`src/rtl/instr_fetch_buffer_if.sv`:
```
// instr_fetch_buffer_if: BRAM read port plus instruction stream handshake
interface instr_fetch_buffer_if #(
   parameter int ADDR_WIDTH = 10,
   parameter int DATA_WIDTH = 32
) ();
   logic                  mem_r_valid;
   logic [ADDR_WIDTH-1:0] mem_r_addr;
   logic [DATA_WIDTH-1:0] mem_r_data;
   logic                  instr_valid;
   logic [DATA_WIDTH-1:0] instr_data;
   logic [ADDR_WIDTH-1:0] instr_pc;
   logic                  instr_ready;
   modport master (
      output mem_r_valid, mem_r_addr, instr_valid, instr_data, instr_pc,
      input  mem_r_data, instr_ready
   );
   modport slave (
      input  mem_r_valid, mem_r_addr, instr_valid, instr_data, instr_pc,
      output mem_r_data, instr_ready
   );
endinterface

```
`src/rtl/instr_fetch_buffer.sv`:
```
// instr_fetch_buffer: sequential BRAM fetch into a credit-limited FIFO with redirect/stop flush
module instr_fetch_buffer #(
   parameter int ADDR_WIDTH = 10,
   parameter int DATA_WIDTH = 32,
   parameter int DEPTH      = 4
) (
   input  logic                  clk,
   input  logic                  rst,
   input  logic                  start,
   input  logic [ADDR_WIDTH-1:0] start_pc,
   input  logic                  stop,
   input  logic                  redirect_valid,
   input  logic [ADDR_WIDTH-1:0] redirect_pc,
   output logic                  busy,
   instr_fetch_buffer_if.master  bus
);
   localparam int PW = $clog2(DEPTH);
   localparam int CW = PW + 1;
   localparam logic [CW-1:0] DEPTH_C = CW'(DEPTH);

   typedef enum logic {IDLE, RUN} state_t;

   state_t                state;
   logic [ADDR_WIDTH-1:0] fetch_pc;
   logic                  pending;
   logic [ADDR_WIDTH-1:0] pending_pc;
   logic [PW-1:0]         wr_ptr;
   logic [PW-1:0]         rd_ptr;
   logic [CW-1:0]         count;
   logic [DATA_WIDTH-1:0] fifo_data [DEPTH];
   logic [ADDR_WIDTH-1:0] fifo_pc [DEPTH];
   logic                  run;
   logic                  flush;
   logic                  issue;
   logic                  push;
   logic                  pop;

   assign run   = state == RUN;
   assign flush = stop || redirect_valid;
   // credit counts the in-flight read so a returning word always has a free slot
   assign issue = run && !flush && (count + CW'(pending) < DEPTH_C);
   assign push  = run && pending && !flush;
   assign pop   = bus.instr_valid && bus.instr_ready;

   assign bus.mem_r_valid = issue;
   assign bus.mem_r_addr  = fetch_pc;
   assign bus.instr_valid = count != '0;
   assign bus.instr_data  = bus.instr_valid ? fifo_data[rd_ptr] : '0;
   assign bus.instr_pc    = bus.instr_valid ? fifo_pc[rd_ptr] : '0;

   // control FSM, fetch pointer, in-flight tracking and FIFO bookkeeping
   always_ff @(posedge clk or negedge rst) begin
      if (!rst) begin
         state      <= IDLE;
         busy       <= 1'b0;
         fetch_pc   <= '0;
         pending    <= 1'b0;
         pending_pc <= '0;
         wr_ptr     <= '0;
         rd_ptr     <= '0;
         count      <= '0;
      end else if (!run) begin
         if (start) begin
            state    <= RUN;
            busy     <= 1'b1;
            fetch_pc <= start_pc;
         end
      end else if (flush) begin
         pending <= 1'b0;
         wr_ptr  <= '0;
         rd_ptr  <= '0;
         count   <= '0;
         if (stop) begin
            state <= IDLE;
            busy  <= 1'b0;
         end else begin
            fetch_pc <= redirect_pc;
         end
      end else begin
         pending <= issue;
         if (issue) begin
            pending_pc <= fetch_pc;
            fetch_pc   <= fetch_pc + ADDR_WIDTH'(1);
         end
         if (push) wr_ptr <= wr_ptr + PW'(1);
         if (pop) rd_ptr <= rd_ptr + PW'(1);
         count <= count + CW'(push) - CW'(pop);
      end
   end

   // FIFO storage; contents are masked at the output so no reset is needed
   always_ff @(posedge clk) begin
      if (push) begin
         fifo_data[wr_ptr] <= bus.mem_r_data;
         fifo_pc[wr_ptr]   <= pending_pc;
      end
   end
endmodule
```
`src/flat_wrapper.sv`:
```
// flat-port wrapper written by rule: the top's interface ports become plain ports
module instr_fetch_buffer_flat 
#(
   parameter int ADDR_WIDTH = 10,
   parameter int DATA_WIDTH = 32,
   parameter int DEPTH      = 4
)
  (clk, rst, start, start_pc, stop, redirect_valid, redirect_pc, busy, bus_mem_r_valid, bus_mem_r_addr, bus_instr_valid, bus_instr_data, bus_instr_pc, bus_mem_r_data, bus_instr_ready);
  instr_fetch_buffer_if #(.ADDR_WIDTH(ADDR_WIDTH), .DATA_WIDTH(DATA_WIDTH)) bus_i ();
  input  logic clk;
  input  logic rst;
  input  logic start;
  input  logic [ADDR_WIDTH-1:0] start_pc;
  input  logic stop;
  input  logic redirect_valid;
  input  logic [ADDR_WIDTH-1:0] redirect_pc;
  output logic busy;
  output wire logic [$bits(bus_i.mem_r_valid)-1:0] bus_mem_r_valid;
  output wire logic [$bits(bus_i.mem_r_addr)-1:0] bus_mem_r_addr;
  output wire logic [$bits(bus_i.instr_valid)-1:0] bus_instr_valid;
  output wire logic [$bits(bus_i.instr_data)-1:0] bus_instr_data;
  output wire logic [$bits(bus_i.instr_pc)-1:0] bus_instr_pc;
  input wire logic [$bits(bus_i.mem_r_data)-1:0] bus_mem_r_data;
  input wire logic [$bits(bus_i.instr_ready)-1:0] bus_instr_ready;
  assign bus_mem_r_valid = bus_i.mem_r_valid;
  assign bus_mem_r_addr = bus_i.mem_r_addr;
  assign bus_instr_valid = bus_i.instr_valid;
  assign bus_instr_data = bus_i.instr_data;
  assign bus_instr_pc = bus_i.instr_pc;
  assign bus_i.mem_r_data = bus_mem_r_data;
  assign bus_i.instr_ready = bus_instr_ready;
  instr_fetch_buffer #(.ADDR_WIDTH(ADDR_WIDTH), .DATA_WIDTH(DATA_WIDTH), .DEPTH(DEPTH)) u_core (.clk(clk), .rst(rst), .start(start), .start_pc(start_pc), .stop(stop), .redirect_valid(redirect_valid), .redirect_pc(redirect_pc), .busy(busy), .bus(bus_i));
endmodule
```
`config.mk`:
```
export PLATFORM = sky130hd
export DESIGN_NAME = instr_fetch_buffer_flat
export DESIGN_NICKNAME = d
export VERILOG_FILES = /design/src/rtl/instr_fetch_buffer_if.sv /design/src/rtl/instr_fetch_buffer.sv /design/src/flat_wrapper.sv
export SDC_FILE = /design/constraint.sdc
export NUM_CORES = 1
export LEC_CHECK = 0
export BUFFER_PORTS_ARGS = -buffer_cell sky130_fd_sc_hd__buf_2
export CAP_MARGIN = 15
export CORE_ASPECT_RATIO = 1.1
export CORE_UTILIZATION = 52
export DETAILED_ROUTE_END_ITERATION = 7
export GPL_TIMING_DRIVEN = 0
export PLACE_DENSITY = 0.76
export RECOVER_POWER = 100
export SLEW_MARGIN = 20
export SYNTH_ARGS = -nofsm -noshare
export SYNTH_HDL_FRONTEND = slang
export SYNTH_SLANG_ARGS = --single-unit
```
`constraint.sdc`:
```
create_clock -name clk -period 2.7 [get_ports clk]
set_clock_uncertainty 0.1 [all_clocks]
set_input_delay 0.27 -clock clk [delete_from_list [all_inputs] [get_ports clk]]
set_output_delay 0.27 -clock clk [all_outputs]
set_load 0.005 [all_outputs]
```
==> results_dict.tcl, run 1 <==
set metrics [dict create \
    grt-ovfl-total 0 \
    reg2reg_slack_ns 0.16 \
    grt_pass1_wl_mm 24.8 \
    muxShareOfSynthArea_pct 13.6 \
    ys.warnings.count 0 \
    track_usage_pct 20.8 \
    grt_pass1_vias 4817 \
    rr_endpoint "u_core.fifo_data[0][9]" \
    drt-initial-drc-count 378 \
    path_buf_inv 3 \
    power_mw 6.78 \
    max_freq_mhz 390 \
    areaGrowthSynthToFinish_pct 20.1 \
    yosysSeqAreaShare_pct 71.5 \
    synth_edf_count 168 \
    worstPathCellList "buf_2 > clkbuf_1 > mux4_2 > and2_1 > buf_2" \
    rr_worst_depth 4 \
    die_h_um 133 \
    relSlewSlack_pct -12.2 \
    placed_area_um2 8920 \
    crit_top_cell "buf_2" \
    vias 4514 \
    max_slew.worst_pin.slew_ns 1.68 \
    slew_violations 31 \
    cts_sinks 198 \
    synthesis.nets 508 \
    path_clk_slew_ns 0.07 \
    startpoint "u_core.rd_ptr[1]" \
    port_buffers 111 \
    critical_path_peak_fanout 10 \
    hold_violations 0 \
    crit_arrival_ns 2.20 \
    antenna_cells 0 \
    setup_violations 0 \
    period_needed_ns 2.57 \
    slowest_delay_ns 0.53 \
    cts_max_level 4 \
    tns_ns 0 \
    die_area_um2 16100 \
    routed_via_density 5.56 \
    violations "max-capacitance violations, max-slew violations" \
    synth-xor-area-share_pct 0.432 \
    antenna_found_initial 0 \
    cp_num_cells 5 \
    r2r_start "u_core.run" \
    hold_path.class "input pin to flip-flop" \
    max-cap-violations 1 \
    powerDensity_nw_per_um2 696 \
    drt.antenna.violating_nets 0 \
    synth_top_family_by_area "multiplexers" \
    fp-row-count 47 \
    ys.flop_type "edfxtp_1" \
    io_pins 113 \
    synth.ff_latch_count 198 \
    avgRoutedWirePerCell_um 19.0 \
    cp.required_ns 2.33 \
    dr.pass1.iters 5 \
    fin_area_um2 9730 \
    crit_end "bus_instr_data[3]" \
    place_hpwl_mm 9.67 \
    synth_compound_area_share_pct 4.34 \
    end_kind "output pin" \
    core_area_um2 15100 \
    cts_buffers 17 \
    setup.worst_path.start_class "flip-flop" \
    yosysTopAreaCell "edfxtp_1" \
    drc 0 \
    clk_latency_ns 0.43 \
    cts_root_buf "clkbuf_16" \
    ir_drop_mv 0.419 \
    drive_gt1_share_pct 26.8 \
    synth_cells 442 \
    synth_top_area_share_pct 62.3 \
    cts_tree "built" \
    status "finished, violations left" \
    criticalPathCategory "flip-flop to output pin" \
    rsz0062_at_grt "no" \
    grt_max_degree 43 \
    fill_cells 1108 \
    clk_path_buf_depth 2 \
    drt_wl_total_mm 15.4 \
    crit_family "buffers and inverters" \
    synth_fa_ha_area_share_pct 1.33 \
    cts_setup_buffers 0 \
    routabilityCongestion 0.876 \
    whs_ns 0.0261 \
    nets 671 \
    async_reset_ff_share_pct 15.2 \
    syn_area_per_cell_um2 18.3 \
    synth_area_um2 8100 \
    p_leak_nw 3.41 \
    fp.dieW_um 121 \
    floorplan.initialDensity_pct 53.6 \
    synth-simple-area-share_pct 6.67 \
    yosys.cell_types.count 50 \
    synthTopCellsByArea "edfxtp_1 (62%), mux4_2 (12%), dfrtp_1 (9.3%)" \
    cp_slowest_cell "clkbuf_1" \
    fin_crit_sh_pct 95.0 \
]
==> repair_timing <==
item	CTS	global route
setup endpoints to repair	0	4
gates resized for setup	0	3
hold buffers	33	0
hold endpoints to repair	158	0
==> how the worst min path moves through the flow <==
stage                 from  slack (ns)                  endpoint  cells after the start
6_report              stop        0.03               u_core.busy                      2
5_1_grt               stop        0.05               u_core.busy                      2
4_1_cts        start_pc[0]        0.02  u_core.bus.mem_r_addr[0]                      3
3_5_place_dp           rst        0.26  u_core.bus.mem_r_addr[8]                      1
3_3_place_gp           rst        0.25  u_core.bus.mem_r_addr[8]                      1
2_1_floorplan          rst       -0.13  u_core.bus.mem_r_addr[0]                      0
==> power by group <==
group          internal, mW  leakage (nW)  total [mW]  switching, mW
registers              3.56          1.88        3.76          0.203
clock network          1.33         0.259        2.35           1.01
logic                 0.342          1.27       0.663          0.320
total                  5.24          3.41        6.78           1.54
==> cells in the final DEF, fill, tap and decap left out, types with 4 or more instances in the layout <==
master,netlist,layout
dlygate4sd3_1,0,33
edfxtp_1,168,168
ha_1,7,7
and2_1,43,19
nor2_1,6,6
dfrtp_1,30,30
a21oi_1,7,7
clkbuf_16,0,17
clkbuf_1,11,62
mux2_2,11,11
buf_2,12,71
o211ai_1,4,4
inv_1,11,11
nand2_1,13,13
mux4_2,42,42
nand3_1,5,5
and2_0,0,24
clkinv_1,0,5
o2bb2ai_1,4,4
and3_4,0,4
o21ai_0,15,15
==> cell type report <==
cell class                      count  area [µm²]  share of cell area [%]
Buffer                             26         126                    1.30
Clock buffer                       18         429                    4.41
Clock inverter                     12         113                    1.16
Inverter                           11        41.3                   0.424
Multi-Input combinational cell    207        2150                    22.1
Sequential cell                   198        5800                    59.6
Tap cell                          196         245                    2.52
Timing Repair Buffer              144         827                    8.50
==> synthesized netlist by cell type (all sizes together), types with 2 or more instances <==
cell	number
mux4	42
or2	2
nand3	7
o311ai	2
a31oi	4
or3	2
nor3	2
nand2	13
nand2b	2
o21ai	15
clkbuf	11
o211ai	4
ha	7
inv	11
mux2i	2
nor2	6
a221oi	2
dfrtp	30
and2	43
edfxtp	168
mux2	12
a22o	3
o2bb2ai	4
and3	7
xnor2	3
a21oi	7
buf	15
==> cell families after synthesis <==
| group | after synthesis |
|---|---|
| compound gates | 50 |
| xor+xnor | 4 |
| fa+ha+maj | 8 |
| buf+inv | 37 |
| flops | 198 |
| mux | 56 |
| simple gates | 89 |
==> routing by layer <==
metal,wire [µm],GRT usage (%),up-vias
met4,225,7.61,0
met2,7990,34.7,146
met1,6440,26.7,2281
met5,0,0,-
li1,-,-,2066
met3,782,4.66,21
==> through the flow <==
step | util [%] | std cells | setup slack [ns]
finish | 64.4 | 812 | 0.135
global route | 64.4 | 812 | 0.00464
CTS | 64.8 | 812 | 0.0734
detailed placement | 59.1 | 749 | 0.187
global placement | 58.9 | 749 | -0.740
floorplan | - | 442 | 0.221
==> sequential cells by signal (all words and copies together), names as in the netlist <==
register,flops
u_core.fifo_data,128
u_core.bus.mem_r_addr,10
u_core.fifo_pc,40
u_core.wr_ptr,2
u_core.rd_ptr,2
u_core.busy,1
u_core.count,3
u_core.run,1
u_core.pending_pc,10
u_core.pending,1
Note: power is estimated with default switching activity, not from simulation.
==> inputs of run 2 (changes only) <==
Settings changed: HOLD_SLACK_MARGIN from default to 0.03.
==> run 2 against run 1 <==
Net effect:
- the flow still finishes with violations (max-capacitance violations, max-slew violations)
- worst hold slack better by 0.019 ns
- final cell count grew 0.37%
- core utilization up 0.24 points
- final area grew 0.37%
- global-route usage barely moved
- via count grew 0.13%
- setup slack better by 0.0058 ns
- clock-buffer cell count unchanged
- non-clock buffer count grew 3
- die area unchanged
==> results_dict.tcl, run 2 (same netlist as run 1, synthesis figures left out) <==
set metrics [dict create \
    status "finished, violations left" \
    violations "max-capacitance violations, max-slew violations" \
    fin_crit_sh_pct 94.8 \
    max_freq_mhz 391 \
    p_leak_nw 3.42 \
    power_mw 6.78 \
    final_cell_mix "edfxtp_1 (168), buf_2 (70), clkbuf_1 (63)" \
    drive_gt1_share_pct 26.8 \
    relSlewSlack_pct -14.3 \
    grt_pass1_vias 4825 \
    die_h_um 133 \
    critical_path_peak_fanout 10 \
    grt_pass1_wl_mm 24.9 \
    drc 0 \
    powerDensity_nw_per_um2 694 \
    drt.antenna.violating_nets 0 \
    routed_via_density 5.55 \
    ir_drop_mv 0.418 \
    final-seq-area_um2 5800 \
    cp.required_ns 2.33 \
    placedCellCount 749 \
    path_clk_slew_ns 0.07 \
    criticalPathCategory "flip-flop to output pin" \
    fill_cells 1102 \
    slowest_delay_ns 0.53 \
    cp_slowest_cell "clkbuf_1" \
    end_kind "output pin" \
    track_usage_pct 20.8 \
    antenna_cells 0 \
    port_buffers 111 \
    core_area_um2 15100 \
    path_buf_inv 3 \
    multi_input_area_um2 2160 \
    avgRoutedWirePerCell_um 18.9 \
    grt-ovfl-total 0 \
    drt_wl_total_mm 15.4 \
    cts_tree "built" \
    fp-row-count 47 \
    final_core_util_pct 64.6 \
    vias 4520 \
    pre_cts_ws_ns 0.187 \
    final_common_cell "edfxtp_1" \
    cts_max_level 4 \
    period_needed_ns 2.56 \
    regMostFlops "u_core.fifo_data" \
    drt-initial-drc-count 393 \
    max_slew.worst_pin.slew_ns 1.72 \
    tns_ns 0 \
    die_area_um2 16100 \
    cts_root_buf "clkbuf_16" \
    clk_path_buf_depth 2 \
    fin_ws_ns 0.140 \
    reg.largest.list "u_core.fifo_data: 128 flops, u_core.fifo_pc: 40 flops" \
    fp.dieW_um 121 \
    hold_path.class "input pin to flip-flop" \
    cts_buffers 17 \
    grt_max_degree 43 \
    largest_reg_flops 128 \
    cts_setup_buffers 0 \
    setup_violations 0 \
    hold_violations 0 \
    floorplan.initialDensity_pct 53.6 \
    areaGrowthSynthToFinish_pct 20.5 \
    crit_arrival_ns 2.19 \
    layoutNonFillerInstCount 815 \
    nets 674 \
    max-cap-violations 1 \
    routabilityCongestion 0.876 \
    dr.pass1.iters 4 \
    worstPathCellList "buf_2 > clkbuf_1 > mux4_2 > and2_1 > buf_2" \
    slew_violations 31 \
    place_hpwl_mm 9.67 \
    io_pins 113 \
    crit_family "buffers and inverters" \
    clk_latency_ns 0.43 \
    crit_top_cell "buf_2" \
    antenna_found_initial 0 \
    rsz0062_at_grt "no" \
    cts_sinks 198 \
    setup.worst_path.start_class "flip-flop" \
]
## run 2: changes by cell type in the layout (fill, tap and decap cells not counted)
| cell | before | now |
|---|---|---|
| nor3b_1 | 1 | 0 |
| buf_2 | 71 | 70 |
| nor3b_2 | 0 | 1 |
| dlygate4sd3_1 | 33 | 36 |
| clkbuf_1 | 62 | 63 |
| nor2_1 | 6 | 5 |
| nor2_2 | 0 | 1 |
## run 2: final cells by class
type                    count  area share, %
well taps                 196           2.51
multi-input cells         207           22.1
repair buffers            147           8.77
flip-flops and latches    198           59.3
inverters                  11          0.423
plain buffers              26           1.28
clock inverters            12           1.15
clock buffers              18           4.39
## run 2: metal layers
metal	part of all wire [%]	wire length, µm	GRT usage, %	up-vias
li1	-	-	-	2075
met4	0.97	150	7.61	0
met5	0	0	0	-
met3	5.3	811	4.66	15
met2	52	8040	34.8	143
met1	42	6410	26.7	2287
## run 2: stage by stage
step	hold WS (ns)	cell area [µm²]
finish	0.0456	9770
global route	0.0464	9770
floorplan	-0.126	8100
global placement	0.250	8900
detailed placement	0.263	8920
CTS	0.0310	9830
## run 2: worst register-to-register path, cell delays in order, from the launching register on
cell	delay, ns
dfrtp_1	0.41
buf_2	0.23
nor3b_2	0.21
clkbuf_1	0.43
and3_4	0.73
## run 2: timing repair
action                                  4_1_cts  5_1_grt
hold endpoints to repair                    160        0
hold buffers                                 36        0
endpoints found under the setup margin        0        5
resized for setup                             0        4
## run 2: final timing paths
path | cells after the start | start | slack, ns | to
max | 5 | u_core.rd_ptr[1] | 0.14 | bus_instr_data[3]
min | 3 | start_pc[5] | 0.05 | u_core.bus.mem_r_addr[5]
max reg2reg | 4 | u_core.run | 0.18 | u_core.fifo_data[0][11]
min reg2reg | 0 | u_core.pending_pc[6] | 0.41 | u_core.fifo_pc[2][6]
max in group asynchronous | 2 | rst | 0.78 | u_core.count[0]
min in group asynchronous | 2 | rst | 0.73 | u_core.bus.mem_r_addr[8]
## run 2: power by group
part / internal, mW / leakage, nW / total [mW] / switching, mW
Sequential: 3.56 / 1.88 / 3.76 / 0.202
Clock: 1.33 / 0.259 / 2.35 / 1.02
Combinational: 0.349 / 1.28 / 0.670 / 0.321
Total: 5.24 / 3.42 / 6.78 / 1.54
==> inputs of run 3 (changes only) <==
Settings changed: RECOVER_POWER 100 to 25.
==> run 3 against run 2 <==
Net effect:
- largest cell class unchanged
- the run now ends clean
- sequential share of layout area decreased by 0.26 points
- critical path depth unchanged
- die area unchanged
- final area increased by 0.44%
- core utilization increased by 0.28 points
- final cell count unchanged
- setup slack got worse by 0.0058 ns
- worst hold slack improved by 0.0013 ns
- via count decreased by 0.35%
- register-to-register slack about the same
- critical endpoint is now bus_instr_data[17]
==> results_dict.tcl, run 3 (same netlist as run 1, synthesis figures left out) <==
set metrics [dict create \
    vias 4504 \
    hold_path.class "input pin to flip-flop" \
    port_buffers 111 \
    final_cell_mix "edfxtp_1 (168), buf_2 (104), and2_1 (43)" \
    fp.dieW_um 121 \
    clk_latency_ns 0.42 \
    fill_cells 1082 \
    p_leak_nw 3.55 \
    setup.worst_path.start_class "flip-flop" \
    hold_depth 3 \
    path_clk_slew_ns 0.07 \
    rr_worst_depth 9 \
    grt-ovfl-total 0 \
    regMostFlops "u_core.fifo_data" \
    pwr-share-comb_pct 10.0 \
    place_hpwl_mm 9.67 \
    nets 674 \
    use_met2_pct 34.8 \
    p_switching_mw 1.53 \
    cts_buffers 17 \
    tns_ns 0 \
    final_common_cell "edfxtp_1" \
    drt_wl_total_mm 15.5 \
    antenna_cells 0 \
    cts_root_buf "clkbuf_16" \
    met3_usage_pct 4.66 \
    grt_max_degree 43 \
    r2r_start "u_core.count[1]" \
    end_kind "output pin" \
    clk_path_buf_depth 2 \
    reg2reg_slack_ns 0.19 \
    hp-start "start_pc[5]" \
    drt.antenna.violating_nets 0 \
    relSlewSlack_pct 53.3 \
    grt_pass1_wl_mm 24.9 \
    intPower_mw 5.26 \
    status "finished clean" \
    p_seq_share_pct 55.4 \
    dr.pass1.iters 4 \
    layoutNonFillerInstCount 815 \
    max_slew.worst_pin.slew_ns 0.700 \
    drc 0 \
    routed_via_density 5.53 \
    floorplan.initialDensity_pct 53.6 \
    drt-initial-drc-count 379 \
    die_area_um2 16100 \
    cts_tree "built" \
    cp_slowest_cell "clkbuf_1" \
    max_freq_mhz 390 \
    ir_drop_mv 0.414 \
    crit_top_cell "buf_2" \
    die_h_um 133 \
    grt_pass1_vias 4825 \
    setup_violations 0 \
    use_met1_pct 26.7 \
    clkPwrFrac_pct 34.6 \
    placedCellCount 749 \
    core_area_um2 15100 \
    powerDensity_nw_per_um2 692 \
    worstPathCellList "buf_2 > clkbuf_1 > mux4_2 > and2_1 > buf_2" \
    routabilityCongestion 0.876 \
    crit_arrival_ns 2.20 \
    criticalPathCategory "flip-flop to output pin" \
    cts_setup_buffers 0 \
    rr_endpoint "u_core.count[2]" \
    cp.required_ns 2.33 \
    antenna_found_initial 0 \
    avgRoutedWirePerCell_um 19.0 \
    crit_family "buffers and inverters" \
    fp-row-count 47 \
    max-cap-violations 0 \
    critical_path_peak_fanout 10 \
    largest_reg_flops 128 \
    fin_crit_sh_pct 95.0 \
    cts_max_level 4 \
    startpoint "u_core.rd_ptr[1]" \
    multi_input_area_um2 2160 \
    final-seq-area_um2 5800 \
    swShare_pct 22.6 \
    busiest_layer "met2" \
    slowest_delay_ns 0.54 \
    areaGrowthSynthToFinish_pct 21.1 \
    slew_violations 0 \
    hold_violations 0 \
    track_usage_pct 20.8 \
    period_needed_ns 2.57 \
    drive_gt1_share_pct 32.3 \
    rsz0062_at_grt "no" \
    final_core_util_pct 64.9 \
    io_pins 113 \
    cts_sinks 198 \
    whs_endpoint "u_core.bus.mem_r_addr[5]" \
    reg.largest.list "u_core.fifo_data: 128 flops, u_core.fifo_pc: 40 flops" \
    path_buf_inv 3 \
]
[run 3: changes by cell type in the layout (fill, tap and decap cells not counted), sizes merged]
cell	previous run	this run
buf	73	107
clkbuf	82	48
[run 3: repair_timing]
action	CTS	global route
endpoints found under the hold margin	160	0
hold buffers	36	0
endpoints found under the setup margin	0	5
resized for setup	0	4
[run 3: worst max-delay path by stage]
| stage | endpoint | slack (ns) | cells past startpoint |
|---|---|---|---|
| 6_report | bus_instr_data[17] | 0.13 | 5 |
| 5_1_grt | bus_instr_data[23] | 0.006 | 5 |
| 4_1_cts | bus_instr_pc[2] | 0.07 | 5 |
| 3_5_place_dp | u_core.count[2] | 0.19 | 10 |
| 3_3_place_gp | u_core.fifo_data[0][6] | -0.74 | 4 |
| 2_1_floorplan | u_core.fifo_data[0][0] | 0.22 | 4 |
[run 3: through the flow]
| step | hold WS (ns) | instance area, µm² | power (mW) | setup slack, ns |
|---|---|---|---|---|
| final | 0.0469 | 9810 | 6.79 | 0.135 |
| after global routing | 0.0460 | 9810 | 7.05 | 0.00625 |
| after CTS | 0.0310 | 9830 | 6.84 | 0.0734 |
| after detailed placement | 0.263 | 8920 | 4.47 | 0.187 |
| after global placement | 0.250 | 8900 | 4.43 | -0.740 |
| after floorplan | -0.126 | 8100 | 4.16 | 0.221 |
[run 3: metal layers]
| metal | part of all wire [%] | routed length [µm] | vias up |
|---|---|---|---|
| li1 | - | - | 2076 |
| met1 | 43 | 6590 | 2283 |
| met2 | 52 | 8030 | 133 |
| met3 | 4.6 | 715 | 12 |
| met4 | 0.88 | 136 | 0 |
| met5 | 0 | 0 | - |
[run 3: final cells by class]
type	count	share of cell area [%]
repair buffers	147	9.11
clock inverters	12	1.15
clock buffers	18	4.37
inverters	11	0.421
well taps	196	2.50
plain buffers	26	1.34
flip-flops and latches	198	59.1
multi-input cells	207	22.0
[run 3: worst reg2reg max path, cell delays in order (launching register included)]
cell and delay, ns:
dfrtp_1 0.46, o31a_1 0.38, ha_1 0.31, inv_1 0.07, ha_1 0.15, inv_1 0.05
fa_1 0.37, xor2_1 0.19, o21ai_0 0.11, a22o_1 0.20
[run 3: power groups by stage]
| stage | Clock (mW) | Sequential, mW | Combinational, mW |
|---|---|---|---|
| finish | 2.35 | 3.76 | 0.682 |
| global route | 2.50 | 3.79 | 0.758 |
| CTS | 2.38 | 3.76 | 0.693 |
| detailed placement | 0 | 3.83 | 0.645 |
| global placement | 0 | 3.81 | 0.626 |
| floorplan | 0 | 3.76 | 0.399 |
